## config.mk

```make
export PLATFORM = sky130hd
export DESIGN_NAME = fifo_drain_ctrl
export DESIGN_NICKNAME = d
export VERILOG_FILES = /design/src/rtl/fifo_drain_ctrl.sv
export SDC_FILE = /design/constraint.sdc
export NUM_CORES = 1
export LEC_CHECK = 0
export ABC_AREA = 0
export BUFFER_PORTS_ARGS = -buffer_cell sky130_fd_sc_hd__buf_4
export CAP_MARGIN = 20
export CORE_MARGIN = 2
export CORE_UTILIZATION = 54
export CTS_BUF_LIST = sky130_fd_sc_hd__clkbuf_16
export DETAILED_ROUTE_END_ITERATION = 6
export HOLD_SLACK_MARGIN = 0.1
export PLACE_DENSITY_LB_ADDON = 0.25
export RECOVER_POWER = 50
export SYNTH_ARGS = -nofsm -noshare
export SYNTH_HDL_FRONTEND = slang
export SYNTH_SLANG_ARGS = --single-unit
```

## constraint.sdc

```tcl
create_clock -name rclk -period 3.1 [get_ports rclk]
set_input_delay 0.465 -clock rclk [delete_from_list [all_inputs] [get_ports rclk]]
set_output_delay 0.465 -clock rclk [all_outputs]
set_load 0.02 [all_outputs]
```

## src/rtl/fifo_drain_ctrl.sv

```systemverilog
// fifo_drain_ctrl: pops one word at a time from a FIFO read port and hands it to a serializer.
// Build option FIFO_DRAIN_CNT_EN adds the 16-bit delivered-word counter drain_cnt.
//
// state     | meaning
// IDLE      | waiting for a non-empty FIFO and an idle serializer
// SEND      | word presented on tx_p_data, waiting for tx_busy (bounded by BUSY_TIMEOUT)
// WAIT_DONE | serializer busy with the word, waiting for it to finish
module fifo_drain_ctrl #(
  parameter int DATA_WIDTH   = 8,
  parameter int BUSY_TIMEOUT = 16
) (
  input  logic                  rclk,
  input  logic                  rrst,
  input  logic                  rempty,
  input  logic [DATA_WIDTH-1:0] rdata,
  input  logic                  tx_busy,
  output logic                  rinc,
  output logic [DATA_WIDTH-1:0] tx_p_data,
  output logic                  tx_data_valid,
  output logic                  timeout_err
`ifdef FIFO_DRAIN_CNT_EN
  ,
  output logic [15:0]           drain_cnt
`endif
);

  localparam logic [1:0] ST_IDLE      = 2'd0;
  localparam logic [1:0] ST_SEND      = 2'd1;
  localparam logic [1:0] ST_WAIT_DONE = 2'd2;

  localparam logic [7:0] TIMER_LAST = 8'(BUSY_TIMEOUT - 1);

  logic [1:0] state;
  logic [7:0] timer;

  always_ff @(posedge rclk) begin
    if (rrst) begin
      state         <= ST_IDLE;
      timer         <= 8'd0;
      rinc          <= 1'b0;
      tx_p_data     <= '0;
      tx_data_valid <= 1'b0;
      timeout_err   <= 1'b0;
`ifdef FIFO_DRAIN_CNT_EN
      drain_cnt     <= 16'd0;
`endif
    end else begin
      // rinc is a one-cycle pulse; only the IDLE->SEND transition raises it
      rinc <= 1'b0;
      case (state)
        ST_IDLE: begin
          if (!rempty && !tx_busy) begin
            tx_p_data     <= rdata;
            rinc          <= 1'b1;
            tx_data_valid <= 1'b1;
            timer         <= 8'd0;
            state         <= ST_SEND;
          end
        end
        ST_SEND: begin
          // busy takes priority over the timeout in the last SEND cycle
          if (tx_busy) begin
            tx_data_valid <= 1'b0;
            state         <= ST_WAIT_DONE;
`ifdef FIFO_DRAIN_CNT_EN
            drain_cnt     <= drain_cnt + 16'd1;
`endif
          end else if (timer == TIMER_LAST) begin
            tx_data_valid <= 1'b0;
            timeout_err   <= 1'b1;
            state         <= ST_IDLE;
          end else begin
            timer <= timer + 8'd1;
          end
        end
        ST_WAIT_DONE: begin
          if (!tx_busy) begin
            state <= ST_IDLE;
          end
        end
        default: begin
          state <= ST_IDLE;
        end
      endcase
    end
  end

endmodule

```

==> results by group, run 1 <==
Critical path
  • WP data arrival: 1.89 ns
  • Setup Crit Path Kind: flip-flop to flip-flop
  • Type of origin of the critical path: flip-flop
  • Setup crit end kind: flip-flop
  • Highest net fanout along the worst path: 10
  • CP required: 3.28 ns

Synthesis
  • Main combinational cell family by area after synthesis: simple AND/OR/NAND/NOR gates
  • Simple-Gate Fraction of Synth Area: 29.5%
  • Post-Syn Area: 892 µm²
  • Cells after Synth: 104
  • Post-synthesis register bit count: 21
  • Unique cell type count in the Yosys netlist: 30
  • Seq/Total Area, Yosys: 47.1%
  • XOR/XNOR Fraction of Synth Area: 0.982%
  • Synthesis Warnings: 0
  • Compound-Gate Fraction of Synth Area: 18.5%
  • Syn nets: 117
  • Adder-cell area share of the yosys netlist: 1.40%
  • Synth Area per Inst: 8.58 µm²
  • Mux contribution to synthesized area: 0%

Power and ir drop
  • Cell area power density: 552 nW/µm²
  • Internal power: 0.473 mW
  • Clock Power Share: 44.0%
  • Leak: 0.399 nW
  • Reg power frac: 46.7%
  • Comb pwr share: 9.3%
  • Total Power: 0.609 mW
  • Switching Fraction: 22.4%
  • Sw power: 0.136 mW
  • Worst VDD drop: 0.425 mV

Timing
  • Peak Freq: 0.586 GHz
  • Fin Hold WS: 0.454 ns
  • Clock skew: 0.00150 ns
  • Unrepaired setup endpoints after global routing: no
  • Final setup violation count: 0
  • Slew at the pin closest to its max-slew limit: 0.620 ns
  • Minimum clock period: 1.71 ns
  • Final Slew Violations: 0
  • Worst setup margin: 1.39 ns
  • Setup TNS: 0 ns
  • Slew headroom: 58.6%
  • Final-report hold violation count: 0
  • Period utilization: 55.0%

Detailed routing
  • # DRC: 0
  • Routed len/inst: 14.5 µm
  • Antenna viol nets, final: 0
  • Via-to-Cell Ratio: 5.93
  • Via count: 842
  • DRT iter0 DRCs: 20
  • First drt pass iteration count: 4
  • Final WL: 2070 µm

Layout
  • Inserted Diodes: 0
  • Fraction of layout cells with a size suffix above 1: 15.9%
  • Final cell count without fillers: 142
  • Final #Nets: 140
  • Design area: 1100 µm²
  • Commonest non-fill, non-tap cell in the layout: dfxtp_1
  • Commonest non-fill, non-tap cells in the layout: dfxtp_1 (21), nand2_1 (20), a21oi_1 (14)
  • Final core utilization: 72.4%
  • Layout area overhead: 23.7%

Placement
  • Post-DP HPWL: 1440 µm
  • I/O Buffers: 22
  • DP Area: 1070 µm²
  • Placer congestion estimate: 0.762
  • Cell Count Post-Placement: 138
  • Post-Place Worst Slack: 1.29 ns

Floorplanning
  • Rows: 14
  • Die ar.: 1990 µm²
  • I/O pin total: 23
  • Chip width: 44.6 µm
  • Core ar.: 1520 µm²
  • Die outline height: 44.6 µm
  • Starting Density: 58.5%

CTS
  • Postcts setup bufs: 0
  • Post-cts resize count: 0
  • CTS H-tree depth: 1
  • Worst skew pair latency: 0.25 ns
  • Deepest clock path buffer count: 2
  • CTS tree: done
  • Post-CTS Hold Buffers: 0
  • Num Clock Sinks: 21
  • Clock transition at path regs: 0.05 ns
  • Num CTS Buffers: 3
  • Root Buffer: clkbuf_16

GRT
  • Largest net degree at the start of global routing: 22
  • Total GRT Usage: 24.4%
  • Antenna violations before repair: 0
  • First-pass GRT wire length: 3470 µm
  • GRT overflow: 0
  • Vias in the first global route: 836

Status
  • Status: finished, final reports clean

Worst hold path
  • Min-Delay Path Class: flip-flop to flip-flop

Flow run
  • Max-cap violations: 0
[kinds of logic after synthesis]
logic type	count (synthesis)
XOR/XNOR	1
AND/OR/NAND/NOR	49
buffers and inverters	6
flip-flops	21
adder cells (fa/ha/maj)	1
AO/OA/AOI/OAI	26
[power groups by stage]
stage	clock [mW]	sequential [mW]	combinational, mW
6_report	0.268	0.284	0.0568
4_1_cts	0.268	0.284	0.0626
3_3_place_gp	0	0.289	0.0602
3_5_place_dp	0	0.290	0.0620
2_1_floorplan	0	0.298	0.0255
5_1_grt	0.282	0.285	0.0617
[final timing paths]
| kind | startpoint | endpoint | slack [ns] | depth (start not counted) |
|---|---|---|---|---|
| worst max-delay path | timer[0] | timer[7] | 1.39 | 5 |
| worst min-delay path | tx_p_data[3] | tx_p_data[3] | 0.45 | 2 |
| worst max register to register | timer[0] | timer[7] | 1.39 | 5 |
| worst min register to register | tx_p_data[3] | tx_p_data[3] | 0.45 | 2 |
[flip-flops by register name, summed over array words and instances (netlist names)]
register	cells
state	2
tx_p_data	8
timer	8
timeout_err	1
tx_data_valid	1
rinc	1
[final cells by class]
cell class | count | area [µm²]
inverter | 1 | 3.75
clock inverter | 1 | 3.75
multi-input combinational | 77 | 449
clock buffer | 3 | 75.1
tap | 16 | 20.0
fill | 125 | 420
timing repair buffer | 23 | 131
sequential | 21 | 420
[cell usage after synthesis (all sizes together)]
cell	number	share of area [%]
nor2b	1	0.70
a311oi	2	2.0
ha	1	1.4
nand3	10	5.6
o211ai	1	0.84
clkbuf	4	1.7
nor4	2	1.4
buf	1	0.42
a31oi	4	2.8
nand4	1	0.70
o21ai	2	2.4
xnor2	1	0.98
nor2	3	1.3
or4	3	2.9
a21oi	14	7.9
nand2b	1	0.70
nand3b	2	1.7
and3	2	1.4
inv	1	0.42
nor3b	2	2.9
a31o	1	0.98
nand2	20	8.4
or3b	1	0.98
o31ai	1	0.84
o21a	1	0.84
or3	1	0.70
dfxtp	21	47
[worst max-delay path, stage by stage, from the launching register on]
cell and delay [ns]:
dfxtp_1 0.34, ha_1 0.24, nand3_1 0.23, o21ai_4 0.15
or4_1 0.51, a31oi_1 0.16
[metal layers]
| layer | wire length [µm] | up-vias | GRT usage (%) | part of all wire (%) |
|---|---|---|---|---|
| met4 | 70 | 0 | 21.2 | 3.4 |
| met1 | 886 | 374 | 28.4 | 43 |
| li1 | - | 421 | - | - |
| met2 | 968 | 37 | 36.2 | 47 |
| met5 | 0 | - | 0 | 0 |
| met3 | 141 | 10 | 6.94 | 6.8 |
No activity file was read; power rests on OpenSTA's default activity.
==> inputs of run 2 (changes only) <==
Settings changed: CORE_UTILIZATION 54 to 50.
Clock period 3.1 ns to 1.6 ns, I/O delays scaled along.
==> results by group, run 2 (same netlist as run 1, synthesis figures left out) <==
Status
  • Status: finished, final reports clean

Detailed routing
  • Antenna viol nets, final: 0 (unchanged)
  • Via-to-Cell Ratio: 5.49 (-7.5%)
  • DRT iter0 DRCs: 33 (+65%)
  • # DRC: 0 (unchanged)
  • Via count: 889 (+5.6%)
  • Routed len/inst: 13.9 µm (-4.7%)
  • First drt pass iteration count: 4 (unchanged)
  • Final WL: 2250 µm (+8.7%)

Floorplanning
  • Starting Density: 52.2% (-6.3 points)
  • Rows: 15 (+1)
  • Chip width: 46.2 µm (+3.6%)
  • Core ar.: 1710 µm² (+12%)
  • Die outline height: 46.2 µm (+3.6%)
  • Die ar.: 2140 µm² (+7.3%)
  • I/O pin total: 23 (unchanged)

CTS
  • Clock transition at path regs: 0.06 ns (about the same)
  • Worst skew pair latency: 0.25 ns (about the same)
  • Deepest clock path buffer count: 2 (unchanged)
  • Root Buffer: clkbuf_16
  • Num Clock Sinks: 21 (unchanged)
  • CTS H-tree depth: 1 (unchanged)
  • Num CTS Buffers: 3 (unchanged)
  • CTS tree: done
  • Post-CTS Hold Buffers: 0 (unchanged)

Timing
  • Fin Hold WS: 0.230 ns (-0.224 ns)
  • Slew at the pin closest to its max-slew limit: 0.240 ns (-0.381 ns)
  • Unrepaired setup endpoints after global routing: yes
  • Setup TNS: 0 ns (unchanged)
  • Period utilization: 99.8% (+45 points)
  • Worst setup margin: 0.00374 ns (-1.39 ns)
  • Final Slew Violations: 0 (unchanged)
  • Minimum clock period: 1.60 ns (-0.110 ns)
  • Clock skew: 0.00393 ns (+0.00242 ns)
  • Peak Freq: 0.626 GHz (+6.9%)
  • Final-report hold violation count: 0 (unchanged)
  • Slew headroom: 83.9% (+25 points)
  • Final setup violation count: 0 (unchanged)

Layout
  • Fillers: 133 (+6.4%)
  • Multi-input gate area: 477 µm² (+6.1%)
  • Layout area overhead: 38.9%
  • Final #Nets: 151 (+7.9%)
  • Design area: 1240 µm² (+12%)
  • Biggest regs: timer (8), tx_p_data (8), state (2)
  • Commonest non-fill, non-tap cells in the layout: buf_4 (21), nand2_1 (19), dfxtp_1 (17)
  • FF/Latch Area: 425 µm² (+1.2%)
  • Final cell count without fillers: 162 (+14%)
  • Commonest non-fill, non-tap cell in the layout: buf_4
  • Inserted Diodes: 0 (unchanged)
  • Final core utilization: 72.5% (+0.11 points)
  • Fraction of layout cells with a size suffix above 1: 30.7% (+15 points)

Power and ir drop
  • Leak: 0.457 nW (+14%)
  • Worst VDD drop: 0.693 mV (+63%)
  • Total Power: 1.20 mW (+98%)
  • Cell area power density: 973 nW/µm² (+76%)

Critical path
  • Setup crit end kind: flip-flop
  • Setup Crit Path Kind: flip-flop to flip-flop
  • CP required: 1.78 ns (-1.50 ns)
  • Highest net fanout along the worst path: 5 (-5)
  • Type of origin of the critical path: flip-flop
  • WP data arrival: 1.78 ns (-0.11 ns)

Placement
  • Post-Place Worst Slack: 0.0117 ns (-1.28 ns)
  • Post-DP HPWL: 1410 µm (-1.7%)
  • Placer congestion estimate: 0.801 (+5.1%)
  • I/O Buffers: 22 (unchanged)
  • Cell Count Post-Placement: 155 (+12%)
  • DP Area: 1140 µm² (+6.7%)

GRT
  • Vias in the first global route: 808 (-3.3%)
  • First-pass GRT wire length: 3440 µm (-0.78%)
  • Antenna violations before repair: 0 (unchanged)
  • Total GRT Usage: 23.1% (-1.3 points)
  • Largest net degree at the start of global routing: 22 (unchanged)
  • GRT overflow: 0 (unchanged)

Flow run
  • Max-cap violations: 0 (unchanged)

Worst hold path
  • Min-Delay Path Class: input port to flip-flop
-- run 2: where the power goes --
part / switching, mW / total [mW] / internal (mW)
registers: 0.0109 / 0.551 / 0.540
logic: 0.0724 / 0.127 / 0.0546
clock network: 0.191 / 0.527 / 0.336
-- run 2: cell type report --
cell class,instances,share of cell area (%)
multi-input combinational,77,38.5
clock buffer,3,6.06
tap,25,2.53
inverter,1,0.303
sequential,21,34.3
timing repair buffer,34,17.9
clock inverter,1,0.404
-- run 2: per-layer routing --
metal | track usage, % | vias up | wire [µm]
met3 | 6.27 | 8 | 177
li1 | - | 439 | -
met4 | 13.1 | 0 | 65
met5 | 0 | - | 0
met2 | 36.4 | 39 | 1020
met1 | 28.1 | 403 | 978
-- run 2: what timing repair did --
action | 4_1_cts | 5_1_grt
endpoints found under the hold margin | 0 | 0
pin swaps | 0 | 7
gates cloned | 0 | 0
endpoints found under the setup margin | 1 | 7
gates resized for setup | 0 | 12
buffers inserted | 1 | 2
-- run 2: path summary, 6_finish.rpt --
| check | start | endpoint | slack, ns | depth (start not counted) |
|---|---|---|---|---|
| max | timer[4] | timer[2] | 0.004 | 5 |
| min | rdata[2] | tx_p_data[2] | 0.23 | 3 |
| min reg2reg | tx_p_data[2] | tx_p_data[2] | 0.45 | 2 |
| max reg2reg | timer[4] | timer[2] | 0.004 | 5 |
-- run 2: worst max-delay path: stages, from the launching register on --
cell,delay [ns]
dfxtp_2,0.31
or4_4,0.57
o21ai_4,0.26
buf_6,0.15
nand3_1,0.09
a31oi_1,0.15
==> inputs of run 3 (changes only) <==
Settings changed: ABC_AREA 0 to 1, CORE_MARGIN 2 to 10, CORE_UTILIZATION 50 to 25.
==> results by group, run 3 <==
Status
  • Status: finished, final reports clean

Layout
  • Biggest regs: timer (8), tx_p_data (8), state (2)
  • Inserted Diodes: 0 (unchanged)
  • Layout area overhead: 26.3%
  • Design area: 1240 µm² (+0.50%)
  • Commonest non-fill, non-tap cells in the layout: nor2_1 (33), nand2_1 (26), dfxtp_1 (21)
  • Commonest non-fill, non-tap cell in the layout: nor2_1
  • Final #Nets: 181 (+20%)
  • Fraction of layout cells with a size suffix above 1: 15.6% (-15 points)

Power and ir drop
  • Switching Fraction: 25.5% (+2.7 points)
  • Leak: 0.513 nW (+12%)
  • Cell area power density: 1020 nW/µm² (+5.2%)
  • Comb pwr share: 13.2% (+2.7 points)
  • Reg power frac: 44.4% (-1.3 points)
  • Worst VDD drop: 0.346 mV (-50%)
  • Clock Power Share: 42.4% (-1.3 points)
  • Internal power: 0.949 mW (+2.0%)
  • Sw power: 0.325 mW (+18%)

Timing
  • Minimum clock period: 1.40 ns (-0.198 ns)
  • Peak Freq: 0.715 GHz (+14%)
  • Setup TNS: 0 ns (unchanged)
  • Final-report hold violation count: 0 (unchanged)
  • Final setup violation count: 0 (unchanged)
  • Unrepaired setup endpoints after global routing: no
  • Period utilization: 87.4% (-12 points)
  • Final Slew Violations: 0 (unchanged)
  • Slew headroom: 72.9% (-11 points)
  • Clock skew: 0.00444 ns (+0.000518 ns)
  • Slew at the pin closest to its max-slew limit: 0.407 ns (+0.167 ns)

Detailed routing
  • Highest routed layer: met4
  • DRT met1 WL: 1040 µm (+6.5%)
  • Via-to-Cell Ratio: 4.44 (-19%)
  • Final WL: 2410 µm (+7.4%)
  • Met2 Wirelength: 1090 µm (+6.2%)
  • Routed len/inst: 11.2 µm (-19%)
  • First drt pass iteration count: 4 (unchanged)
  • # DRC: 0 (unchanged)
  • Via count: 954 (+7.3%)
  • DRT iter0 DRCs: 62 (+88%)
  • Met3 Wirelength: 222 µm (+25%)
  • Antenna viol nets, final: 0 (unchanged)

Synthesis
  • Yosys top cell by area: dfxtp_1
  • Yosys top cell area share: 42.6% (-4.5 points)
  • Synth Area per Inst: 6.89 µm² (-20%)
  • Post-synth ARST share: 0% (unchanged)
  • Synthesis Warnings: 0 (unchanged)
  • Post-synthesis register bit count: 21 (unchanged)
  • Cells after Synth: 143 (+38%)
  • Synth Flop Type: dfxtp_1
  • Top cells by area, synth: dfxtp_1 (43%), nor2_1 (13%), nand2_1 (9.5%)
  • Post-synth EDFFs: 0 (unchanged)
  • Post-Syn Area: 986 µm² (+11%)
  • Unique cell type count in the Yosys netlist: 20 (-33%)
  • Seq/Total Area, Yosys: 42.6% (-4.5 points)
  • Most frequent cell after synthesis: nor2_1
  • Commonest cells post-synth: nor2_1 (33), nand2_1 (25), dfxtp_1 (21), inv_1 (16), nand3_1 (12)
  • Syn nets: 156 (+33%)

Critical path
  • Setup crit end kind: flip-flop
  • Worst path slowest cell: dfxtp_1
  • Crit-path leading delay family: simple AND/OR/NAND/NOR gates
  • FF-to-FF path depth: 7 (+2)
  • Setup Crit Path Kind: flip-flop to flip-flop
  • Highest net fanout along the worst path: 8 (+3)
  • Reg2Reg Setup Slack: 0.20 ns (+0.20 ns)
  • Cells along the critical path: ha_1 -> nand3_2 -> o21ai_4 -> nand2_4 -> nand2_1 -> inv_1 -> nor2_2
  • WP data arrival: 1.59 ns (-0.19 ns)
  • Reg-to-Reg End: timer[7]
  • CP required: 1.80 ns (+0.02 ns)
  • Critical path's largest stage delay: 0.37 ns (-0.20 ns)
  • Type of origin of the critical path: flip-flop
  • Buffers and inverters on the worst path: 1 (unchanged)
  • Worst R2R Start: timer[0]

Placement
  • DP Area: 1210 µm² (+6.1%)
  • Placer congestion estimate: 0.806 (+0.60%)
  • I/O Buffers: 22 (unchanged)
  • Post-DP HPWL: 1880 µm (+33%)

CTS
  • Deepest clock path buffer count: 2 (unchanged)
  • CTS H-tree depth: 1 (unchanged)
  • Post-cts resize count: 0 (unchanged)
  • Postcts setup bufs: 0 (-1)
  • Worst skew pair latency: 0.26 ns (about the same)
  • Num Clock Sinks: 21 (unchanged)
  • Root Buffer: clkbuf_16
  • Num CTS Buffers: 3 (unchanged)
  • CTS tree: done
  • Clock transition at path regs: 0.06 ns (about the same)
  • Post-CTS Hold Buffers: 0 (unchanged)

Worst hold path
  • Endpoint, Worst Hold: timer[2]
  • Hold path startpoint: rrst
  • Hold Path Depth: 2 (-1)
  • Min-Delay Path Class: input port to flip-flop

Floorplanning
  • Starting Density: 26.3% (-26 points)
  • Rows: 22 (+7)
  • Chip width: 82.8 µm (+79%)
  • I/O pin total: 23 (unchanged)
  • Core ar.: 3740 µm² (+120%)
  • Die ar.: 6860 µm² (+220%)
  • Die outline height: 82.8 µm (+79%)

GRT
  • GRT overflow: 0 (unchanged)
  • Antenna violations before repair: 0 (unchanged)
  • First-pass GRT wire length: 4570 µm (+33%)
  • Total GRT Usage: 7.70% (-15 points)
  • Vias in the first global route: 1034 (+28%)
  • Largest net degree at the start of global routing: 14 (-36%)

Flow run
  • Max-cap violations: 0 (unchanged)
[run 3: cell type report]
type                            instances  area, µm²
Sequential cell                        21        420
Timing Repair Buffer                   23        131
Inverter                               17       68.8
Clock inverter                          1       7.51
Tap cell                               48       60.1
Clock buffer                            3       75.1
Multi-Input combinational cell        102        482
Fill cell                             434       2500
[run 3: worst max-delay path by stage]
stage	to	startpoint	cells past startpoint
after floorplan	timer[2]	timer[0]	6
after global placement	timer[6]	timer[1]	7
after detailed placement	timer[6]	timer[0]	7
after CTS	timer[6]	timer[0]	7
after global routing	timer[0]	timer[0]	6
final	timer[7]	timer[0]	7
[run 3: kinds of logic (layout without fill, tap and decap cells)]
group | after synthesis | count (layout) | share of synthesized area (%)
fa+ha+maj | 1 | 1 | 1.27
flops | 21 | 21 | 42.6
buf+inv | 20 | 44 | 8.25
simple gates | 82 | 82 | 37.1
compound gates | 19 | 19 | 10.8
[run 3: through the flow]
| stage | hold WS (ns) | std cells | worst slack, ns | util [%] | power, mW |
|---|---|---|---|---|---|
| floorplan | 0.388 | 143 | 0.347 | - | 0.690 |
| global placement | 0.459 | 211 | 0.264 | 32.2 | 0.762 |
| detailed placement | 0.462 | 211 | 0.228 | 32.2 | 0.765 |
| CTS | 0.216 | 215 | 0.193 | 34.4 | 1.31 |
| global route | 0.237 | 215 | 0.0484 | 33.3 | 1.34 |
| finish | 0.216 | 215 | 0.202 | 33.3 | 1.27 |
[run 3: power by group through the flow]
stage | clock, mW | sequential, mW | combinational, mW
2_1_floorplan | 0 | 0.598 | 0.0927
3_3_place_gp | 0 | 0.578 | 0.184
3_5_place_dp | 0 | 0.579 | 0.186
4_1_cts | 0.559 | 0.567 | 0.187
5_1_grt | 0.578 | 0.570 | 0.197
6_report | 0.540 | 0.566 | 0.168
[run 3: layer usage]
metal / global-route usage (%) / vias to the layer above
li1: - / 500
met1: 8.26 / 416
met2: 12.4 / 31
met3: 3.91 / 7
met4: 3.38 / 0
met5: 0 / -
